## src/rtl/sb_handshake_retry.sv

```systemverilog
// rtl/sb_handshake_retry.sv - two-way sideband REQ/RESP handshake with timeout and bounded retry
// Sends REQ, answers the partner REQ with RESP, completes once both directions are done.
module sb_handshake_retry #(
   parameter int SB_MSG_WIDTH   = 4,
   parameter int REQ_MSG        = 15,
   parameter int RESP_MSG       = 14,
   parameter int TIMEOUT_CYCLES = 16,
   parameter int MAX_RETRY      = 2,
   localparam int TW = (TIMEOUT_CYCLES > 2) ? $clog2(TIMEOUT_CYCLES) : 1,
   localparam int RW = (MAX_RETRY > 0) ? $clog2(MAX_RETRY + 1) : 1
) (
   input  logic                    i_clk,
   input  logic                    i_rst_n,
   input  logic                    i_en,
   input  logic                    i_msg_valid,
   input  logic [SB_MSG_WIDTH-1:0] i_Rx_SbMessage,
   input  logic                    i_falling_edge_busy,
   output logic [SB_MSG_WIDTH-1:0] o_TX_SbMessage,
   output logic                    o_valid,
   output logic                    o_done,
   output logic                    o_timeout_err,
   output logic [RW-1:0]           o_retry_cnt
);

   localparam logic [SB_MSG_WIDTH-1:0] REQ_CODE   = SB_MSG_WIDTH'(REQ_MSG);
   localparam logic [SB_MSG_WIDTH-1:0] RESP_CODE  = SB_MSG_WIDTH'(RESP_MSG);
   localparam logic [TW-1:0]           TIMER_LAST = TW'(TIMEOUT_CYCLES - 1);
   localparam logic [RW-1:0]           RETRY_MAX  = RW'(MAX_RETRY);

   typedef enum logic [2:0] {
      IDLE, SEND_REQ, WAIT, SEND_RESP, DONE, ERROR
   } state_t;

   state_t          state_q, state_d;
   logic [TW-1:0]   timer_q;
   logic [RW-1:0]   retry_q;
   logic            req_rcvd, resp_rcvd, resp_sent;
   logic            retry_fire, resp_done, counting;

   assign counting = (state_q == SEND_REQ) || (state_q == WAIT) || (state_q == SEND_RESP);

   always_ff @(posedge i_clk) begin
      if (!i_rst_n) state_q <= IDLE;
      else          state_q <= state_d;
   end

   always_comb begin
      state_d    = state_q;
      retry_fire = 1'b0;
      resp_done  = 1'b0;
      if (!i_en) begin
         state_d = IDLE;
      end else begin
         case (state_q)
            IDLE:     state_d = SEND_REQ;
            SEND_REQ: if (i_falling_edge_busy) state_d = WAIT;
            WAIT: begin
               if (req_rcvd && !resp_sent)      state_d = SEND_RESP;
               else if (resp_rcvd && resp_sent) state_d = DONE;
               else if (timer_q == TIMER_LAST) begin
                  if (retry_q < RETRY_MAX) begin
                     retry_fire = 1'b1;
                     state_d    = SEND_REQ;
                  end else begin
                     state_d = ERROR;
                  end
               end
            end
            SEND_RESP: begin
               if (i_falling_edge_busy) begin
                  resp_done = 1'b1;
                  state_d   = WAIT;
               end
            end
            DONE:    state_d = DONE;
            ERROR:   state_d = ERROR;
            default: state_d = IDLE;
         endcase
      end
   end

   // Saturates so a stalled SEND_REQ/SEND_RESP cannot wrap; expiry is acted on in WAIT.
   always_ff @(posedge i_clk) begin
      if (!i_rst_n || !i_en || state_q == IDLE || retry_fire)
         timer_q <= '0;
      else if (counting && timer_q != TIMER_LAST)
         timer_q <= timer_q + TW'(1);
   end

   always_ff @(posedge i_clk) begin
      if (!i_rst_n || !i_en || state_q == IDLE)
         retry_q <= '0;
      else if (retry_fire)
         retry_q <= retry_q + RW'(1);
   end

   // Flags latch in every enabled state so early partner traffic is kept across retries.
   always_ff @(posedge i_clk) begin
      if (!i_rst_n || !i_en) begin
         req_rcvd  <= 1'b0;
         resp_rcvd <= 1'b0;
         resp_sent <= 1'b0;
      end else begin
         if (i_msg_valid && i_Rx_SbMessage == REQ_CODE)  req_rcvd  <= 1'b1;
         if (i_msg_valid && i_Rx_SbMessage == RESP_CODE) resp_rcvd <= 1'b1;
         if (resp_done)                                  resp_sent <= 1'b1;
      end
   end

   always_ff @(posedge i_clk) begin
      if (!i_rst_n) begin
         o_TX_SbMessage <= '0;
         o_valid        <= 1'b0;
         o_done         <= 1'b0;
         o_timeout_err  <= 1'b0;
      end else begin
         o_TX_SbMessage <= (state_d == SEND_REQ)  ? REQ_CODE  :
                           (state_d == SEND_RESP) ? RESP_CODE : '0;
         o_valid        <= (state_d == SEND_REQ) || (state_d == SEND_RESP);
         o_done         <= (state_d == DONE);
         o_timeout_err  <= (state_d == ERROR);
      end
   end

   assign o_retry_cnt = retry_q;

endmodule

```

## config.mk

```make
export PLATFORM = sky130hd
export DESIGN_NAME = sb_handshake_retry
export DESIGN_NICKNAME = d
export VERILOG_FILES = /design/src/rtl/sb_handshake_retry.sv
export SDC_FILE = /design/constraint.sdc
export NUM_CORES = 1
export LEC_CHECK = 0
export ABC_AREA = 1
export CAP_MARGIN = 25
export CORE_UTILIZATION = 35
export CTS_CLUSTER_SIZE = 30
export DETAILED_ROUTE_END_ITERATION = 10
export PLACE_DENSITY_LB_ADDON = 0.12
export SLEW_MARGIN = 20
export SYNTH_ARGS = -nofsm -noshare
export SYNTH_HDL_FRONTEND = slang
export SYNTH_SLANG_ARGS = --single-unit
```

## constraint.sdc

```tcl
create_clock -name i_clk -period 1.15 [get_ports i_clk]
set_input_delay 0.2875 -clock i_clk [delete_from_list [all_inputs] [get_ports i_clk]]
set_output_delay 0.2875 -clock i_clk [all_outputs]
set_load 0.02 [all_outputs]
```

=== Word-level counts from Yosys, hierarchy flattened ===
Index checks and enable logic that the tools add are counted.

* Bits in registers: 19
* Bits of input ports: 9
* Output and inout bits: 9
* Word-level logic and storage cells: 60

* $add $sub $neg: 2
* Order comparisons: 1
* Equality and inequality tests: 13
* Muxes and demuxes: 18
* Reduce and logical (&&, ||, !) cells: 16

{| class="wikitable"
|+ Operators with widths
! kind !! number
|-
| 3-bit 2-to-1 mux || 6
|-
| 3-bit case mux with 5 select lines || 1
|-
| 3-bit equality test, second input constant || 4
|-
| 4-bit equality test, second input constant || 3
|-
| 3-bit by 2-bit equality test with 1-bit output, second input constant || 3
|-
| 1-bit 2-to-1 mux || 9
|-
| 4-bit 2-to-1 mux || 2
|-
| 3-bit by 1-bit equality test with 1-bit output, second input constant || 2
|-
| 1-bit logical OR || 6
|-
| 1-bit logical AND || 5
|-
| 4-bit by 1-bit adder with 4-bit output, second input constant || 1
|-
| 4-bit inequality test, second input constant || 1
|-
| 1-bit logical NOT || 3
|-
| 3-bit logical NOT || 1
|-
| 2-bit by 1-bit adder with 2-bit output, second input constant || 1
|-
| 2-bit less-than comparator, second input constant || 1
|-
| 2-bit OR reduction || 1
|}

=== Depth between registers and ports, before layout ===
Gate-level depths: netlist of run 1.

* Word-level depth: 10
* Gate-level depth with buffers: 8
* Mapped depth without buffers: 8

=== Worst setup path after synthesis of run 1 ===
No wires, ideal clock.

* Path kind: register to register
* Start point: reg timer_q[0]
* End point: reg retry_q[0], in the netlist o_retry_cnt[0]
* Setup time: 117 ps
* Arrival: 1,069 ps
* Data required time: 1,033 ps
* Setup slack: -36 ps
* Cell stages (with the launch flop): 7
* Path buffers: 0
* Period minus slack after synthesis: 1,186 ps
* Cell sequence: dfxtp_1 > ha_1 > nand3_4 > nor2_1 > nand4_1 > nand2_1 > a21oi_1

* Cells in the longest elaborated chain, start to end: 6

{| class="wikitable"
|+ Ends and longest elaborated chain
! what !! RTL line !! text
|-
| start, declared || 35 || <nowiki>logic [TW-1:0] timer_q;</nowiki>
|-
| start signal, assigned || 87 || <nowiki>timer_q <= timer_q + TW'(1);</nowiki>
|-
| 4-bit equality test || 60 || <nowiki>else if (timer_q == TIMER_LAST) begin</nowiki>
|-
| 1-bit 2-to-1 mux || 60 ||
|-
| 1-bit 2-to-1 mux || 59 || <nowiki>else if (resp_rcvd && resp_sent) state_d = DONE;</nowiki>
|-
| 1-bit 2-to-1 mux || 58 || <nowiki>if (req_rcvd && !resp_sent) state_d = SEND_RESP;</nowiki>
|-
| 1-bit 2-to-1 mux || 54 || <nowiki>case (state_q)</nowiki>
|-
| 1-bit 2-to-1 mux || 51 || <nowiki>if (!i_en) begin</nowiki>
|-
| end signal, assigned || 94 || <nowiki>retry_q <= retry_q + RW'(1);</nowiki>
|-
| end, declared || 36 || <nowiki>logic [RW-1:0] retry_q;</nowiki>
|}

No other way between the ends.
A chain may end at the register's enable or synchronous reset.

=== Final worst setup path of run 1 ===
* Start point: reg timer_q[0]
* End point: reg o_TX_SbMessage[0]

* Cells in the longest elaborated chain, start to end: 8

{| class="wikitable"
|+ Ends and longest elaborated chain
! what !! RTL line !! text
|-
| 4-bit equality test || 60 ||
|-
| 3-bit 2-to-1 mux || 60 ||
|-
| 3-bit 2-to-1 mux || 59 ||
|-
| 3-bit 2-to-1 mux || 58 ||
|-
| 3-bit case mux with 5 select lines || 54 ||
|-
| 3-bit 2-to-1 mux || 51 ||
|-
| 3-bit by 1-bit equality test with 1-bit output || 117 || <nowiki>o_TX_SbMessage <= (state_d == SEND_REQ) ? REQ_CODE :</nowiki>
|-
| 4-bit 2-to-1 mux || 117 ||
|-
| end signal, assigned || 117 ||
|-
| end, declared || 18 || <nowiki>output logic [SB_MSG_WIDTH-1:0] o_TX_SbMessage,</nowiki>
|}

No other way between the ends.

==> metrics.md, run 1 <==
| Metric | Value |
|---|---|
| Slew Viols, Final | `0` |
| Max VDD drop | `0.583 mV` |
| Fraction of layout cells with a size suffix above 1 | `0.420` |
| Min-Delay Endpoint | `resp_rcvd$_SDFFE_PP0P_` |
| Worst setup SP type | `flop` |
| Post-route setup slack | `-0.0397 ns` |
| First-pass GRT wire length | `2.99 mm` |
| Crit path time final | `1.19 ns` |
| Post-DP HPWL | `1.31 mm` |
| Register area share after synthesis | `0.394` |
| Worst Hold Depth | `2` |
| Critical Path RT | `1.37 ns` |
| Hold_buf cts | `0` |
| Place WS | `-0.277 ns` |
| Die width | `50.2 µm` |
| Most common cell after layout, fill and taps aside | `nand2_1` |
| CTS Buf Count | `3` |
| # IOs | `18` |
| Leakage power total | `0.540 nW` |
| 1st-iter DRT viols | `12` |
| Setup bufs post-CTS | `0` |
| Sink Count | `16` |
| Mapped Avg Cell Area | `7.39 µm²` |
| Mapped Cells | `110` |
| CTS H-tree depth | `1` |
| Unrepaired setup endpoints after global routing | `true` |
| Vias post-DR | `759` |
| DRC Markers | `0` |
| Rel. slew slack | `0.775` |
| Die area | `2520 µm²` |
| DR vias/cell | `4.57` |
| Initial antenna violation count | `0` |
| Root Driver | `clkbuf_4` |
| FMAX | `0.841 GHz` |
| CTS tree | `done` |
| Clk buf depth | `2` |
| Failing checks | `setup timing` |
| # nets final | `149` |
| Die height | `50.2 µm` |
| Final core occ | `0.533` |
| Syn Std Cell Area | `813 µm²` |
| Reg-to-reg endpoint | `o_TX_SbMessage[0]$_SDFF_PN0_` |
| Post-synthesis sequential element count | `16` |
| WP data arrival | `1.41 ns` |
| Worst r2r src | `timer_q[0]$_SDFFE_PP0P_` |
| Ys Warns | `0` |
| Commonest non-fill, non-tap cells in the layout | `nand2_1, inv_1, dfxtp_1` |
| Flop2flop setup slack | `-0.04 ns` |
| GR Overflow Total | `0` |
| Design area | `1170 µm²` |
| DP Area | `1090 µm²` |
| Drt total wl | `1.71 mm` |
| CP max FO | `5` |
| All-Layer GR Usage | `0.154` |
| Antenna viol nets, final | `0` |
| Row count | `17` |
| CP Class | `reg -> reg` |
| Status | `complete, but fails checks` |
| Syn Nets | `120` |
| Largest net degree at the start of global routing | `10` |
| IO buf count | `17` |
| CP Capture Type | `flop` |
| Ant. Diodes | `0` |
| DRT Pass-1 Iters | `4` |
| WL/cell | `10.3 µm` |
| Final setup violating endpoints | `4` |
| Synth unique cells | `22` |
| Max-Cap Viols | `0` |
| Clk slew on worst S/H paths | `0.09 ns` |
| Clock Skews | `0.00260 ns` |
| Hold Vio Cnt, Final | `0` |
| Synth-to-Final Area Change | `43.5%` |
| Type of the tightest min-delay check | `reg -> reg` |
| Area of the core | `2190 µm²` |
| R2R cell count | `7` |
| Number of global-route vias before repair | `707` |
| Starting Density | `0.371` |
| Gp weighted congestion | `0.802` |
| Total power | `1.06 mW` |
| Final Cycle Share | `1.03` |
| Hold Startpoint | `resp_rcvd$_SDFFE_PP0P_` |
| Setup TNS | `-0.0698 ns` |
| Power Dens Cells | `910 nW/µm²` |
| Slew @ Worst Pin | `0.333 ns` |
| Worst-skew pair later-pin latency | `0.28 ns` |
[state kept, by name, summed over array words and instances, names as in the netlist]
name            cells
resp_sent           1
o_retry_cnt         2
o_TX_SbMessage      1
o_done              1
state_q             3
timer_q             4
o_valid             1
req_rcvd            1
resp_rcvd           1
o_timeout_err       1
[critical path: stages (launching register included)]
cell,delay [ns]
dfxtp_2,0.36
ha_4,0.16
nand3_4,0.14
nand3_2,0.12
nand2_2,0.07
nand2_4,0.10
nand3_2,0.08
nor2_1,0.11
[Yosys cell counts]
cell type / number / area share
nor3b_2: 1 / 0.015
nand4_1: 3 / 0.023
nand2_1: 25 / 0.12
nand3_2: 1 / 0.012
a21oi_1: 9 / 0.055
or2_0: 1 / 0.0077
nand2_2: 4 / 0.031
nand3_4: 2 / 0.043
inv_2: 2 / 0.0092
nand3_1: 7 / 0.043
and3_1: 1 / 0.0077
ha_1: 1 / 0.015
nor3_1: 1 / 0.0061
dfxtp_1: 16 / 0.39
a31oi_4: 1 / 0.026
inv_1: 17 / 0.078
o21ai_0: 4 / 0.025
buf_4: 3 / 0.028
nor2_2: 1 / 0.0077
a21boi_1: 1 / 0.0092
nor2_1: 8 / 0.037
a21oi_2: 1 / 0.011
[cells by family (layout without fill, tap and decap cells)]
kind of cell	after synthesis	in the layout	synth area share
and+or+nand+nor	55	55	0.349
buffers and inverters	22	50	0.115
AOI/OAI and AO/OA	16	16	0.126
DFF	16	16	0.394
adders and majority gates	1	1	0.0154
[routing by layer]
layer  up-vias  routed length, µm  GRT usage
met5         -                  0          0
met2         9                863      0.249
met3         2                 41     0.0273
met4         0                 12     0.0762
met1       341                791      0.194
li1        407                  -          -
[how the worst max path moves through the flow]
stage,start,endpoint,slack (ns)
floorplan,timer_q[0]$_SDFFE_PP0P_,o_retry_cnt[0]$_SDFFE_PP0P_,0.009
global placement,i_en,timer_q[2]$_SDFFE_PP0P_,-0.26
detailed placement,i_en,timer_q[2]$_SDFFE_PP0P_,-0.28
CTS,timer_q[1]$_SDFFE_PP0P_,o_TX_SbMessage[0]$_SDFF_PN0_,-0.04
global route,timer_q[0]$_SDFFE_PP0P_,o_TX_SbMessage[0]$_SDFF_PN0_,-0.12
finish,timer_q[0]$_SDFFE_PP0P_,o_TX_SbMessage[0]$_SDFF_PN0_,-0.04
[what timing repair did]
item / CTS / global route
resized for setup: 39 / 24
pin swaps: 4 / 9
endpoints found under the setup margin: 20 / 16
[layout make-up]
type | instances | area, µm²
well taps | 28 | 35.0
clock buffers | 4 | 36.3
multi-input cells | 72 | 483
inverters | 19 | 73.8
fillers | 216 | 1020
flip-flops and latches | 16 | 327
repair buffers | 27 | 213
[through the flow]
step	std cells	hold WS, ns
2_1_floorplan	110	0.367
3_3_place_gp	162	0.462
3_5_place_dp	162	0.458
4_1_cts	166	0.474
5_1_grt	166	0.531
6_report	166	0.482
[power breakdown]
group / switching [mW] / total (mW) / leakage (nW) / internal, mW
logic: 0.0733 / 0.137 / 0.387 / 0.0641
clock network: 0.164 / 0.357 / 0.0210 / 0.192
registers: 0.00591 / 0.568 / 0.132 / 0.562
total: 0.243 / 1.06 / 0.540 / 0.819
Power figures use the tool's default switching activity.
==> inputs of run 2 (changes only) <==
REMOVE_ABC_BUFFERS = 1   (was default)
==> run 2 against run 1 <==
Compared with the run above:
- the run still ends with setup timing left
- wire length decreased by 2.5%
- final cell count increased by 1.8%
- clock skew increased by 0.0019 ns
- register-to-register slack about the same
==> metrics.md, run 2 (synthesis results as in run 1) <==
| Metric | Value |
|---|---|
| Status | `complete, but fails checks` |
| Failing checks | `setup timing` |
| Final setup violating endpoints | `5 (+1)` |
| Worst Path Buf+Inv | `0 (unchanged)` |
| Place WS | `-0.253 ns (+0.0243 ns)` |
| Clock Skews | `0.00448 ns (+0.00188 ns)` |
| Placed insts | `163 (+0.62%)` |
| Hold_buf cts | `0 (unchanged)` |
| First-pass GRT wire length | `2.88 mm (-3.7%)` |
| Vias post-DR | `786 (+3.6%)` |
| Die width | `50.2 µm (unchanged)` |
| Fraction of layout cells with a size suffix above 1 | `0.426 (+0.00524)` |
| Post-DP HPWL | `1.26 mm (-3.8%)` |
| CTS tree | `done` |
| Largest delay contributor family on the critical path | `simple AND/OR/NAND/NOR gates` |
| Area of the core | `2190 µm² (unchanged)` |
| DRC Markers | `0 (unchanged)` |
| Max-Cap Viols | `0 (unchanged)` |
| Type of the tightest min-delay check | `reg -> reg` |
| Row count | `17 (unchanged)` |
| DRT Pass-1 Iters | `4 (unchanged)` |
| Die area | `2520 µm² (unchanged)` |
| CP max FO | `7 (+2)` |
| Post-route setup slack | `-0.0281 ns (+0.0116 ns)` |
| Max VDD drop | `0.664 mV (+14%)` |
| WL/cell | `9.85 µm (-4.2%)` |
| Drt total wl | `1.67 mm (-2.5%)` |
| Worst setup SP type | `flop` |
| Sink Count | `16 (unchanged)` |
| Hold Vio Cnt, Final | `0 (unchanged)` |
| Clk buf depth | `2 (unchanged)` |
| Unrepaired setup endpoints after global routing | `true` |
| Root Driver | `clkbuf_4` |
| Fin cells | `169 (+1.8%)` |
| Starting Density | `0.371 (unchanged)` |
| Rel. slew slack | `0.841 (+0.0652)` |
| Crit-path cells | `ha_4 -> nand3_4 -> nand3_4 -> or2_0 -> a21oi_1` |
| All-Layer GR Usage | `0.153 (-0.000442)` |
| Largest stage delay, worst path | `0.35 ns (about the same)` |
| GR Overflow Total | `0 (unchanged)` |
| Max reg flops | `4 (unchanged)` |
| Largest net degree at the start of global routing | `10 (unchanged)` |
| # nets final | `152 (+2.0%)` |
| Ant. Diodes | `0 (unchanged)` |
| # IOs | `18 (unchanged)` |
| Initial antenna violation count | `0 (unchanged)` |
| Commonest non-fill, non-tap cells in the layout | `nand2_1, inv_1, buf_4, dfxtp_1, clkdlybuf4s50_1` |
| Slowest CP cell | `dfxtp_2` |
| IO buf count | `17 (unchanged)` |
| Critical Path RT | `1.38 ns (about the same)` |
| Clk slew on worst S/H paths | `0.10 ns (about the same)` |
| CTS H-tree depth | `1 (unchanged)` |
| DR vias/cell | `4.65 (+1.7%)` |
| Die height | `50.2 µm (unchanged)` |
| Slew Viols, Final | `0 (unchanged)` |
| 1st-iter DRT viols | `12 (unchanged)` |
| CTS Buf Count | `3 (unchanged)` |
| CP most frequent cell | `nand3_4` |
| Most common cell after layout, fill and taps aside | `nand2_1` |
| FMAX | `0.849 GHz (+0.98%)` |
| WP data arrival | `1.41 ns (about the same)` |
| CP Class | `reg -> reg` |
| Final core occ | `0.544 (+0.0109)` |
| Synth-to-Final Area Change | `46.5%` |
| CP Capture Type | `flop` |
| Antenna viol nets, final | `0 (unchanged)` |
| Gp weighted congestion | `0.788 (-1.8%)` |
| Final Cycle Share | `1.02 (-0.0101)` |
| Power Dens Cells | `914 nW/µm² (+0.42%)` |
| Top reg by flops | `timer_q` |
| Worst-skew pair later-pin latency | `0.29 ns (about the same)` |
| Leakage power total | `0.553 nW (+2.5%)` |
| Crit path time final | `1.18 ns (-0.0116 ns)` |
| Number of global-route vias before repair | `711 (+0.57%)` |
| Slew @ Worst Pin | `0.237 ns (-0.0968 ns)` |
run 2: worst register-to-register path, stage by stage (launching register included):
cell	delay, ns
dfxtp_2	0.35
ha_4	0.17
nand3_4	0.14
nand3_4	0.12
or2_0	0.23
a21oi_1	0.11
run 2: stage by stage:
step                      setup TNS [ns]  area (µm²)  power (mW)  hold slack (ns)
after CTS                        -0.0745        1150        1.08            0.481
final                            -0.0653        1190        1.09            0.491
after global placement             -2.95        1090       0.712            0.457
after global routing              -0.760        1190        1.13            0.517
after floorplan                   -0.125         791       0.640            0.367
after detailed placement           -3.16        1090       0.713            0.461
run 2: cell type report:
| class | count | area (µm²) |
|---|---|---|
| clock buffers | 4 | 36.3 |
| fillers | 221 | 1000 |
| inverters | 19 | 73.8 |
| multi-input cells | 72 | 478 |
| flip-flops and latches | 16 | 328 |
| well taps | 28 | 35.0 |
| repair buffers | 30 | 240 |
run 2: report_power, final:
| group | switching, mW | internal (mW) |
|---|---|---|
| Combinational | 0.0709 | 0.0691 |
| Sequential | 0.00576 | 0.563 |
| Clock | 0.187 | 0.193 |
| Total | 0.264 | 0.825 |
run 2: routing by layer:
| layer | track usage | wire [µm] | up-vias | share of wire |
|---|---|---|---|---|
| met1 | 0.173 | 737 | 354 | 0.44 |
| met2 | 0.276 | 843 | 14 | 0.51 |
| li1 | - | - | 414 | - |
| met3 | 0.0273 | 52 | 4 | 0.031 |
| met5 | 0 | 0 | - | 0 |
| met4 | 0.0714 | 31 | 0 | 0.019 |
run 2: final timing paths:
path,from,endpoint,slack (ns),cells after the start
max reg2reg,timer_q[1]$_SDFFE_PP0P_,timer_q[0]$_SDFFE_PP0P_,-0.03,5
min,resp_rcvd$_SDFFE_PP0P_,resp_rcvd$_SDFFE_PP0P_,0.49,2
min reg2reg,resp_rcvd$_SDFFE_PP0P_,resp_rcvd$_SDFFE_PP0P_,0.49,2
max,timer_q[1]$_SDFFE_PP0P_,timer_q[0]$_SDFFE_PP0P_,-0.03,5
run 2: what timing repair did:
action | CTS | global route
setup endpoints to repair | 21 | 18
gates resized for setup | 47 | 19
buffers inserted | 1 | 1
pin swaps | 6 | 8
